$ cat config.mk
export PLATFORM = sky130hd
export DESIGN_NAME = load_store_unit_flat
export DESIGN_NICKNAME = d
export VERILOG_FILES = /design/src/rtl/load_store_unit_if.sv /design/src/rtl/load_store_unit.sv /design/src/flat_wrapper.sv
export SDC_FILE = /design/constraint.sdc
export NUM_CORES = 1
export LEC_CHECK = 0
export CORE_MARGIN = 4
export CORE_UTILIZATION = 48
export DETAILED_ROUTE_END_ITERATION = 6
export GPL_TIMING_DRIVEN = 1
export HOLD_SLACK_MARGIN = 0.12
export PLACE_DENSITY = 0.81
export RECOVER_POWER = 50
export SLEW_MARGIN = 25
export SYNTH_ARGS = -nofsm -noshare
export SYNTH_HDL_FRONTEND = slang
export SYNTH_SLANG_ARGS = --single-unit
$ cat constraint.sdc
create_clock -name clk -period 4.2 [get_ports clk]
set_clock_uncertainty 0.2 [all_clocks]
set_input_delay 0.63 -clock clk [delete_from_list [all_inputs] [get_ports clk]]
set_output_delay 0.63 -clock clk [all_outputs]
set_load 0.01 [all_outputs]
$ cat src/rtl/load_store_unit_if.sv
// Request/response channel between CPU control and the load/store unit,
// bundled with the word-only data-memory port that the unit drives.
interface load_store_unit_if #(
    parameter int DATA_WIDTH = 32,
    parameter int ADDR_WIDTH = 6
);
    // CPU request / response
    logic                  req_valid;
    logic                  req_ready;
    logic                  req_write;
    logic [1:0]            req_size;
    logic                  req_unsigned;
    logic [31:0]           req_addr;
    logic [DATA_WIDTH-1:0] req_wdata;
    logic                  resp_valid;
    logic [DATA_WIDTH-1:0] resp_rdata;
    logic                  misaligned;

    // Data memory (word addressed, combinational read)
    logic [ADDR_WIDTH-1:0] mem_addr;
    logic [DATA_WIDTH-1:0] mem_wdata;
    logic                  mem_write;
    logic                  mem_read;
    logic [DATA_WIDTH-1:0] mem_q;

    // Environment side: CPU control plus the memory array
    modport master (
        output req_valid, req_write, req_size, req_unsigned, req_addr, req_wdata, mem_q,
        input  req_ready, resp_valid, resp_rdata, misaligned,
        input  mem_addr, mem_wdata, mem_write, mem_read
    );

    // Load/store unit side
    modport slave (
        input  req_valid, req_write, req_size, req_unsigned, req_addr, req_wdata, mem_q,
        output req_ready, resp_valid, resp_rdata, misaligned,
        output mem_addr, mem_wdata, mem_write, mem_read
    );
endinterface

$ cat src/rtl/load_store_unit.sv
// Load/store unit: one request at a time, byte/half/word loads with
// sign/zero extension, sub-word stores by read-modify-write (memory has no
// byte enables), misaligned requests rejected without a memory access.
module load_store_unit #(
    parameter int DATA_WIDTH = 32,
    parameter int ADDR_WIDTH = 6
) (
    input  logic              clk,
    input  logic              reset,
    load_store_unit_if.slave  bus
);
    typedef enum logic [2:0] {
        IDLE   = 3'd0,
        LOAD   = 3'd1,
        RMW_RD = 3'd2,
        STORE  = 3'd3,
        RESP   = 3'd4
    } state_t;

    state_t                state_r;
    logic [1:0]            size_r;
    logic                  unsigned_r;
    logic [1:0]            lane_r;
    logic [DATA_WIDTH-1:0] wdata_r;

    logic                  req_ready_r;
    logic                  resp_valid_r;
    logic [DATA_WIDTH-1:0] resp_rdata_r;
    logic                  misaligned_r;
    logic [ADDR_WIDTH-1:0] mem_addr_r;
    logic [DATA_WIDTH-1:0] mem_wdata_r;
    logic                  mem_write_r;
    logic                  mem_read_r;

    logic                  misaligned_s;
    logic [ADDR_WIDTH-1:0] word_addr_s;
    logic                  unused_addr_bits_s;

    // Little-endian lane extraction with sign or zero extension.
    function automatic logic [31:0] load_extract(input logic [31:0] word, input logic [1:0] size,
                                                 input logic [1:0] lane, input logic zext);
        logic [7:0]  b;
        logic [15:0] h;
        logic [31:0] r;
        case (lane)
            2'b00:   b = word[7:0];
            2'b01:   b = word[15:8];
            2'b10:   b = word[23:16];
            2'b11:   b = word[31:24];
            default: b = 8'h00;
        endcase
        h = lane[1] ? word[31:16] : word[15:0];
        case (size)
            2'b00:   r = zext ? {24'h000000, b} : {{24{b[7]}}, b};
            2'b01:   r = zext ? {16'h0000, h} : {{16{h[15]}}, h};
            default: r = word;
        endcase
        return r;
    endfunction

    // Replace the addressed byte or half of the old word with new store data.
    function automatic logic [31:0] store_merge(input logic [31:0] old, input logic [31:0] wd,
                                                input logic [1:0] size, input logic [1:0] lane);
        logic [31:0] r;
        r = old;
        case (size)
            2'b00: begin
                case (lane)
                    2'b00:   r[7:0]   = wd[7:0];
                    2'b01:   r[15:8]  = wd[7:0];
                    2'b10:   r[23:16] = wd[7:0];
                    2'b11:   r[31:24] = wd[7:0];
                    default: r = old;
                endcase
            end
            2'b01: begin
                if (lane[1]) begin
                    r[31:16] = wd[15:0];
                end else begin
                    r[15:0] = wd[15:0];
                end
            end
            default: r = wd;
        endcase
        return r;
    endfunction

    assign word_addr_s        = bus.req_addr[ADDR_WIDTH+1:2];
    // Address bits above the memory size wrap and are intentionally dropped.
    assign unused_addr_bits_s = ^bus.req_addr[31:ADDR_WIDTH+2];

    // Alignment check of the incoming request against its access size.
    always_comb begin
        misaligned_s = 1'b0;
        case (bus.req_size)
            2'b00:   misaligned_s = 1'b0;
            2'b01:   misaligned_s = bus.req_addr[0];
            default: misaligned_s = (bus.req_addr[1:0] != 2'b00);
        endcase
    end

    // Request sequencer: state, request latches and all registered outputs.
    always_ff @(posedge clk or posedge reset) begin
        if (reset) begin
            state_r      <= IDLE;
            size_r       <= 2'b00;
            unsigned_r   <= 1'b0;
            lane_r       <= 2'b00;
            wdata_r      <= '0;
            req_ready_r  <= 1'b1;
            resp_valid_r <= 1'b0;
            resp_rdata_r <= '0;
            misaligned_r <= 1'b0;
            mem_addr_r   <= '0;
            mem_wdata_r  <= '0;
            mem_write_r  <= 1'b0;
            mem_read_r   <= 1'b0;
        end else begin
            case (state_r)
                IDLE: begin
                    if (bus.req_valid) begin
                        size_r      <= bus.req_size;
                        unsigned_r  <= bus.req_unsigned;
                        lane_r      <= bus.req_addr[1:0];
                        wdata_r     <= bus.req_wdata;
                        req_ready_r <= 1'b0;
                        if (misaligned_s) begin
                            state_r      <= RESP;
                            resp_valid_r <= 1'b1;
                            misaligned_r <= 1'b1;
                            resp_rdata_r <= '0;
                        end else if (!bus.req_write) begin
                            state_r    <= LOAD;
                            mem_read_r <= 1'b1;
                            mem_addr_r <= word_addr_s;
                        end else if (bus.req_size[1]) begin
                            state_r     <= STORE;
                            mem_write_r <= 1'b1;
                            mem_addr_r  <= word_addr_s;
                            mem_wdata_r <= bus.req_wdata;
                        end else begin
                            state_r    <= RMW_RD;
                            mem_read_r <= 1'b1;
                            mem_addr_r <= word_addr_s;
                        end
                    end else begin
                        state_r <= IDLE;
                    end
                end
                LOAD: begin
                    resp_rdata_r <= load_extract(bus.mem_q, size_r, lane_r, unsigned_r);
                    mem_read_r   <= 1'b0;
                    mem_addr_r   <= '0;
                    resp_valid_r <= 1'b1;
                    state_r      <= RESP;
                end
                RMW_RD: begin
                    // mem_addr stays put so the write hits the word just read.
                    mem_wdata_r <= store_merge(bus.mem_q, wdata_r, size_r, lane_r);
                    mem_read_r  <= 1'b0;
                    mem_write_r <= 1'b1;
                    state_r     <= STORE;
                end
                STORE: begin
                    mem_write_r  <= 1'b0;
                    mem_addr_r   <= '0;
                    mem_wdata_r  <= '0;
                    resp_valid_r <= 1'b1;
                    state_r      <= RESP;
                end
                RESP: begin
                    resp_valid_r <= 1'b0;
                    misaligned_r <= 1'b0;
                    req_ready_r  <= 1'b1;
                    state_r      <= IDLE;
                end
                default: begin
                    state_r      <= IDLE;
                    req_ready_r  <= 1'b1;
                    resp_valid_r <= 1'b0;
                    misaligned_r <= 1'b0;
                    mem_read_r   <= 1'b0;
                    mem_write_r  <= 1'b0;
                    mem_addr_r   <= '0;
                    mem_wdata_r  <= '0;
                end
            endcase
        end
    end

    assign bus.req_ready  = req_ready_r;
    assign bus.resp_valid = resp_valid_r;
    assign bus.resp_rdata = resp_rdata_r;
    assign bus.misaligned = misaligned_r;
    assign bus.mem_addr   = mem_addr_r;
    assign bus.mem_wdata  = mem_wdata_r;
    assign bus.mem_write  = mem_write_r;
    assign bus.mem_read   = mem_read_r;
endmodule
$ cat src/flat_wrapper.sv
// flat-port wrapper written by rule: the top's interface ports become plain ports
module load_store_unit_flat 
#(
    parameter int DATA_WIDTH = 32,
    parameter int ADDR_WIDTH = 6
)
  (clk, reset, bus_req_valid, bus_req_write, bus_req_size, bus_req_unsigned, bus_req_addr, bus_req_wdata, bus_mem_q, bus_req_ready, bus_resp_valid, bus_resp_rdata, bus_misaligned, bus_mem_addr, bus_mem_wdata, bus_mem_write, bus_mem_read);
  load_store_unit_if #(.DATA_WIDTH(DATA_WIDTH), .ADDR_WIDTH(ADDR_WIDTH)) bus_i ();
  input  logic clk;
  input  logic reset;
  input wire logic [$bits(bus_i.req_valid)-1:0] bus_req_valid;
  input wire logic [$bits(bus_i.req_write)-1:0] bus_req_write;
  input wire logic [$bits(bus_i.req_size)-1:0] bus_req_size;
  input wire logic [$bits(bus_i.req_unsigned)-1:0] bus_req_unsigned;
  input wire logic [$bits(bus_i.req_addr)-1:0] bus_req_addr;
  input wire logic [$bits(bus_i.req_wdata)-1:0] bus_req_wdata;
  input wire logic [$bits(bus_i.mem_q)-1:0] bus_mem_q;
  output wire logic [$bits(bus_i.req_ready)-1:0] bus_req_ready;
  output wire logic [$bits(bus_i.resp_valid)-1:0] bus_resp_valid;
  output wire logic [$bits(bus_i.resp_rdata)-1:0] bus_resp_rdata;
  output wire logic [$bits(bus_i.misaligned)-1:0] bus_misaligned;
  output wire logic [$bits(bus_i.mem_addr)-1:0] bus_mem_addr;
  output wire logic [$bits(bus_i.mem_wdata)-1:0] bus_mem_wdata;
  output wire logic [$bits(bus_i.mem_write)-1:0] bus_mem_write;
  output wire logic [$bits(bus_i.mem_read)-1:0] bus_mem_read;
  assign bus_i.req_valid = bus_req_valid;
  assign bus_i.req_write = bus_req_write;
  assign bus_i.req_size = bus_req_size;
  assign bus_i.req_unsigned = bus_req_unsigned;
  assign bus_i.req_addr = bus_req_addr;
  assign bus_i.req_wdata = bus_req_wdata;
  assign bus_i.mem_q = bus_mem_q;
  assign bus_req_ready = bus_i.req_ready;
  assign bus_resp_valid = bus_i.resp_valid;
  assign bus_resp_rdata = bus_i.resp_rdata;
  assign bus_misaligned = bus_i.misaligned;
  assign bus_mem_addr = bus_i.mem_addr;
  assign bus_mem_wdata = bus_i.mem_wdata;
  assign bus_mem_write = bus_i.mem_write;
  assign bus_mem_read = bus_i.mem_read;
  load_store_unit #(.DATA_WIDTH(DATA_WIDTH), .ADDR_WIDTH(ADDR_WIDTH)) u_core (.clk(clk), .reset(reset), .bus(bus_i));
endmodule
==> impl_metrics.yaml <==
status:
  status: "complete, but fails checks"
  violations: "max-capacitance violations, max-slew violations"
critical_path:
  max_stage_delay_ns: 0.82
  startpoint_type: "register"
  path_buf_inv: 0
  crit_arrival_ns: 2.91
  critPathTopFamily: "compound AO/OA/AOI/OAI gates"
  crit_type: "reg -> reg"
  worstPathRequired_ns: 4.28
  crit_chain: "nand2b_1 -> a21oi_2 -> mux2i_1 -> o211ai_1"
  end_kind: "register"
  path_max_fanout: 20
  cp_slowest_cell: "dfrtp_1"
finish:
  syn_to_final_growth_pct: 36.9
  antenna_cells: 0
  num-nets-final: 859
  design_area_um2: 8270
  drive_gt1_frac: 0.134
  layout_commonest_cell: "clkdlybuf4s50_1"
  final_cell_mix: "clkdlybuf4s50_1 (117), nand2_1 (116), dfrtp_1 (113)"
clock_network:
  cts_tree: "done"
  cts-hold-fix-buffers: 0
  cts_resized: 0
  max-clock-path-buffers: 2
  h-tree-depth: 4
  worstSkewPairLatency_ns: 0.41
  ctsRootBufferMaster: "clkbuf_16"
  cts_made_buffers: 17
  cts_setup_buffers: 0
  numClockSinks: 115
  clk_pin_slew_ns: 0.05
placement:
  io_buffers: 153
  dpl.hpwl_um: 13900
  placed_area_um2: 7680
  routabilityCongestion: 0.917
synth:
  synth_edf_count: 0
  synth_nets: 724
  yosys_warnings: 0
  synth-seq-cells: 115
  ys_async_sr_fraction: 1.00
  seq_area_frac_synth: 0.476
  syn-cell-area_um2: 6040
  netlist_instances: 621
  syn_avg_cell_area_um2: 9.73
  synthDistinctLibCells: 53
  synth_top_flop_cell: "dfrtp_1"
route:
  postRouteAntennaNets: 0
  drt_wl_total_um: 19600
  drtPass1Iterations: 5
  drtIter0Drc: 541
  wire_per_inst_um: 20.9
  vias: 5561
  drc_errors: 0
  avgViaCountPerCell: 5.94
global_route:
  antenna_found_initial: 0
  gr-total-overflow: 0
  track_usage: 0.277
  grt_pass1_wl_um: 31200
  grt_max_degree: 71
  grt_pass1_vias: 5634
run:
  drv_cap: 1
floorplanning:
  core_area_um2: 12200
  die_h_um: 120
  io_pins: 178
  start_util: 0.497
  fp.dieArea_um2: 14400
  chipWidth_um: 120
  num_rows: 40
sta:
  period_minus_slack_ns: 2.83
  max_freq_ghz: 0.353
  relSlewSlack: -0.393
  finalHoldViolCount: 0
  slew_viol_final: 46
  setup_viol: 0
  setup_tns_ns: 0
  rsz0062_at_grt: "no"
  fin_crit_sh: 0.674
  worst_pin_slew_ns: 2.08
hold_path:
  hold_class: "reg -> reg"
pwr:
  power.density_nw_per_um2: 765
  ir_drop_mv: 0.368
  p_leak_uw: 0.00353
-- kinds of logic after synthesis --
| group | after synthesis | share of synthesized area |
|---|---|---|
| AND/OR/NAND/NOR | 232 | 0.182 |
| multiplexers | 72 | 0.131 |
| AO/OA/AOI/OAI | 152 | 0.175 |
| buffers and inverters | 50 | 0.0367 |
| flip-flops | 115 | 0.476 |
-- final timing paths --
| kind | from | slack, ns | depth (start not counted) | end |
|---|---|---|---|---|
| max | u_core.lane_r[0] | 1.37 | 4 | u_core.bus.mem_wdata[1] |
| min | u_core.bus.resp_rdata[14] | 0.26 | 2 | u_core.bus.resp_rdata[14] |
| max reg2reg | u_core.lane_r[0] | 1.37 | 4 | u_core.bus.mem_wdata[1] |
| min reg2reg | u_core.bus.resp_rdata[14] | 0.26 | 2 | u_core.bus.resp_rdata[14] |
| max in group asynchronous | reset | 1.69 | 3 | u_core.size_r[1] |
| min in group asynchronous | reset | 1.00 | 2 | u_core.bus.resp_rdata[9] |
-- sequential cells by signal, indices dropped and copies added, names as in the netlist, 2 cells and up --
register,flops
u_core.size_r,2
u_core.state_r,3
u_core.bus.mem_addr,6
u_core.wdata_r,32
u_core.lane_r,2
u_core.bus.mem_wdata,32
u_core.bus.resp_rdata,32
-- worst min-delay path: cells and delay by family, from the launching register on --
kind	cells	cell delay [ns]
DFF	1	0.34
and+or+nand+nor	2	0.10
-- report_power, final --
group	total, uW	leakage (uW)	internal, uW	switching [uW]
logic	2810	0.00179	1330	1490
registers	2060	0.00145	1580	479
clock network	1450	0.000289	938	515
total	6320	0.00353	3840	2480
-- layout make-up --
class / instances / area (um^2)
Inverter: 4 / 16.3
Clock inverter: 11 / 136
Sequential cell: 115 / 2880
Timing Repair Buffer: 162 / 1620
Multi-Input combinational cell: 456 / 2960
Tap cell: 168 / 210
Clock buffer: 20 / 447
Fill cell: 960 / 3890
-- routing by layer --
| metal | part of all wire | track usage | vias up |
|---|---|---|---|
| li1 | - | - | 2528 |
| met1 | 0.42 | 0.377 | 2702 |
| met2 | 0.47 | 0.430 | 288 |
| met3 | 0.088 | 0.0734 | 43 |
| met4 | 0.027 | 0.0966 | 0 |
| met5 | 0 | 0 | - |
-- stage by stage --
step,util,total power (uW),cells,setup WS [ns],hold slack (ns)
after floorplan,-,3730,621,0.328,0.275
after global placement,0.632,4780,905,1.16,0.256
after detailed placement,0.632,4880,905,1.06,0.263
after CTS,0.680,6360,936,1.46,0.275
after global routing,0.680,6700,936,1.22,0.297
final,0.680,6320,936,1.37,0.264
-- cell usage after synthesis, types with 4 or more instances --
library cell | number | share of area
buf_1 | 4 | 0.0025
nand3_1 | 33 | 0.027
o211ai_1 | 20 | 0.025
o221ai_1 | 12 | 0.017
a31oi_1 | 13 | 0.013
a221o_1 | 8 | 0.013
o31ai_1 | 13 | 0.016
nand3b_1 | 6 | 0.0075
o21ai_0 | 37 | 0.031
a2bb2oi_1 | 5 | 0.0072
nor2_1 | 34 | 0.021
mux2_2 | 45 | 0.084
nand2b_1 | 9 | 0.0093
or3b_2 | 6 | 0.0087
clkbuf_1 | 17 | 0.011
mux2i_1 | 26 | 0.043
nand2_1 | 116 | 0.072
nor2b_1 | 9 | 0.0093
a21oi_1 | 19 | 0.016
a221oi_1 | 5 | 0.0072
buf_2 | 23 | 0.019
dfrtp_1 | 114 | 0.47
Power figures use the tool's default switching activity.
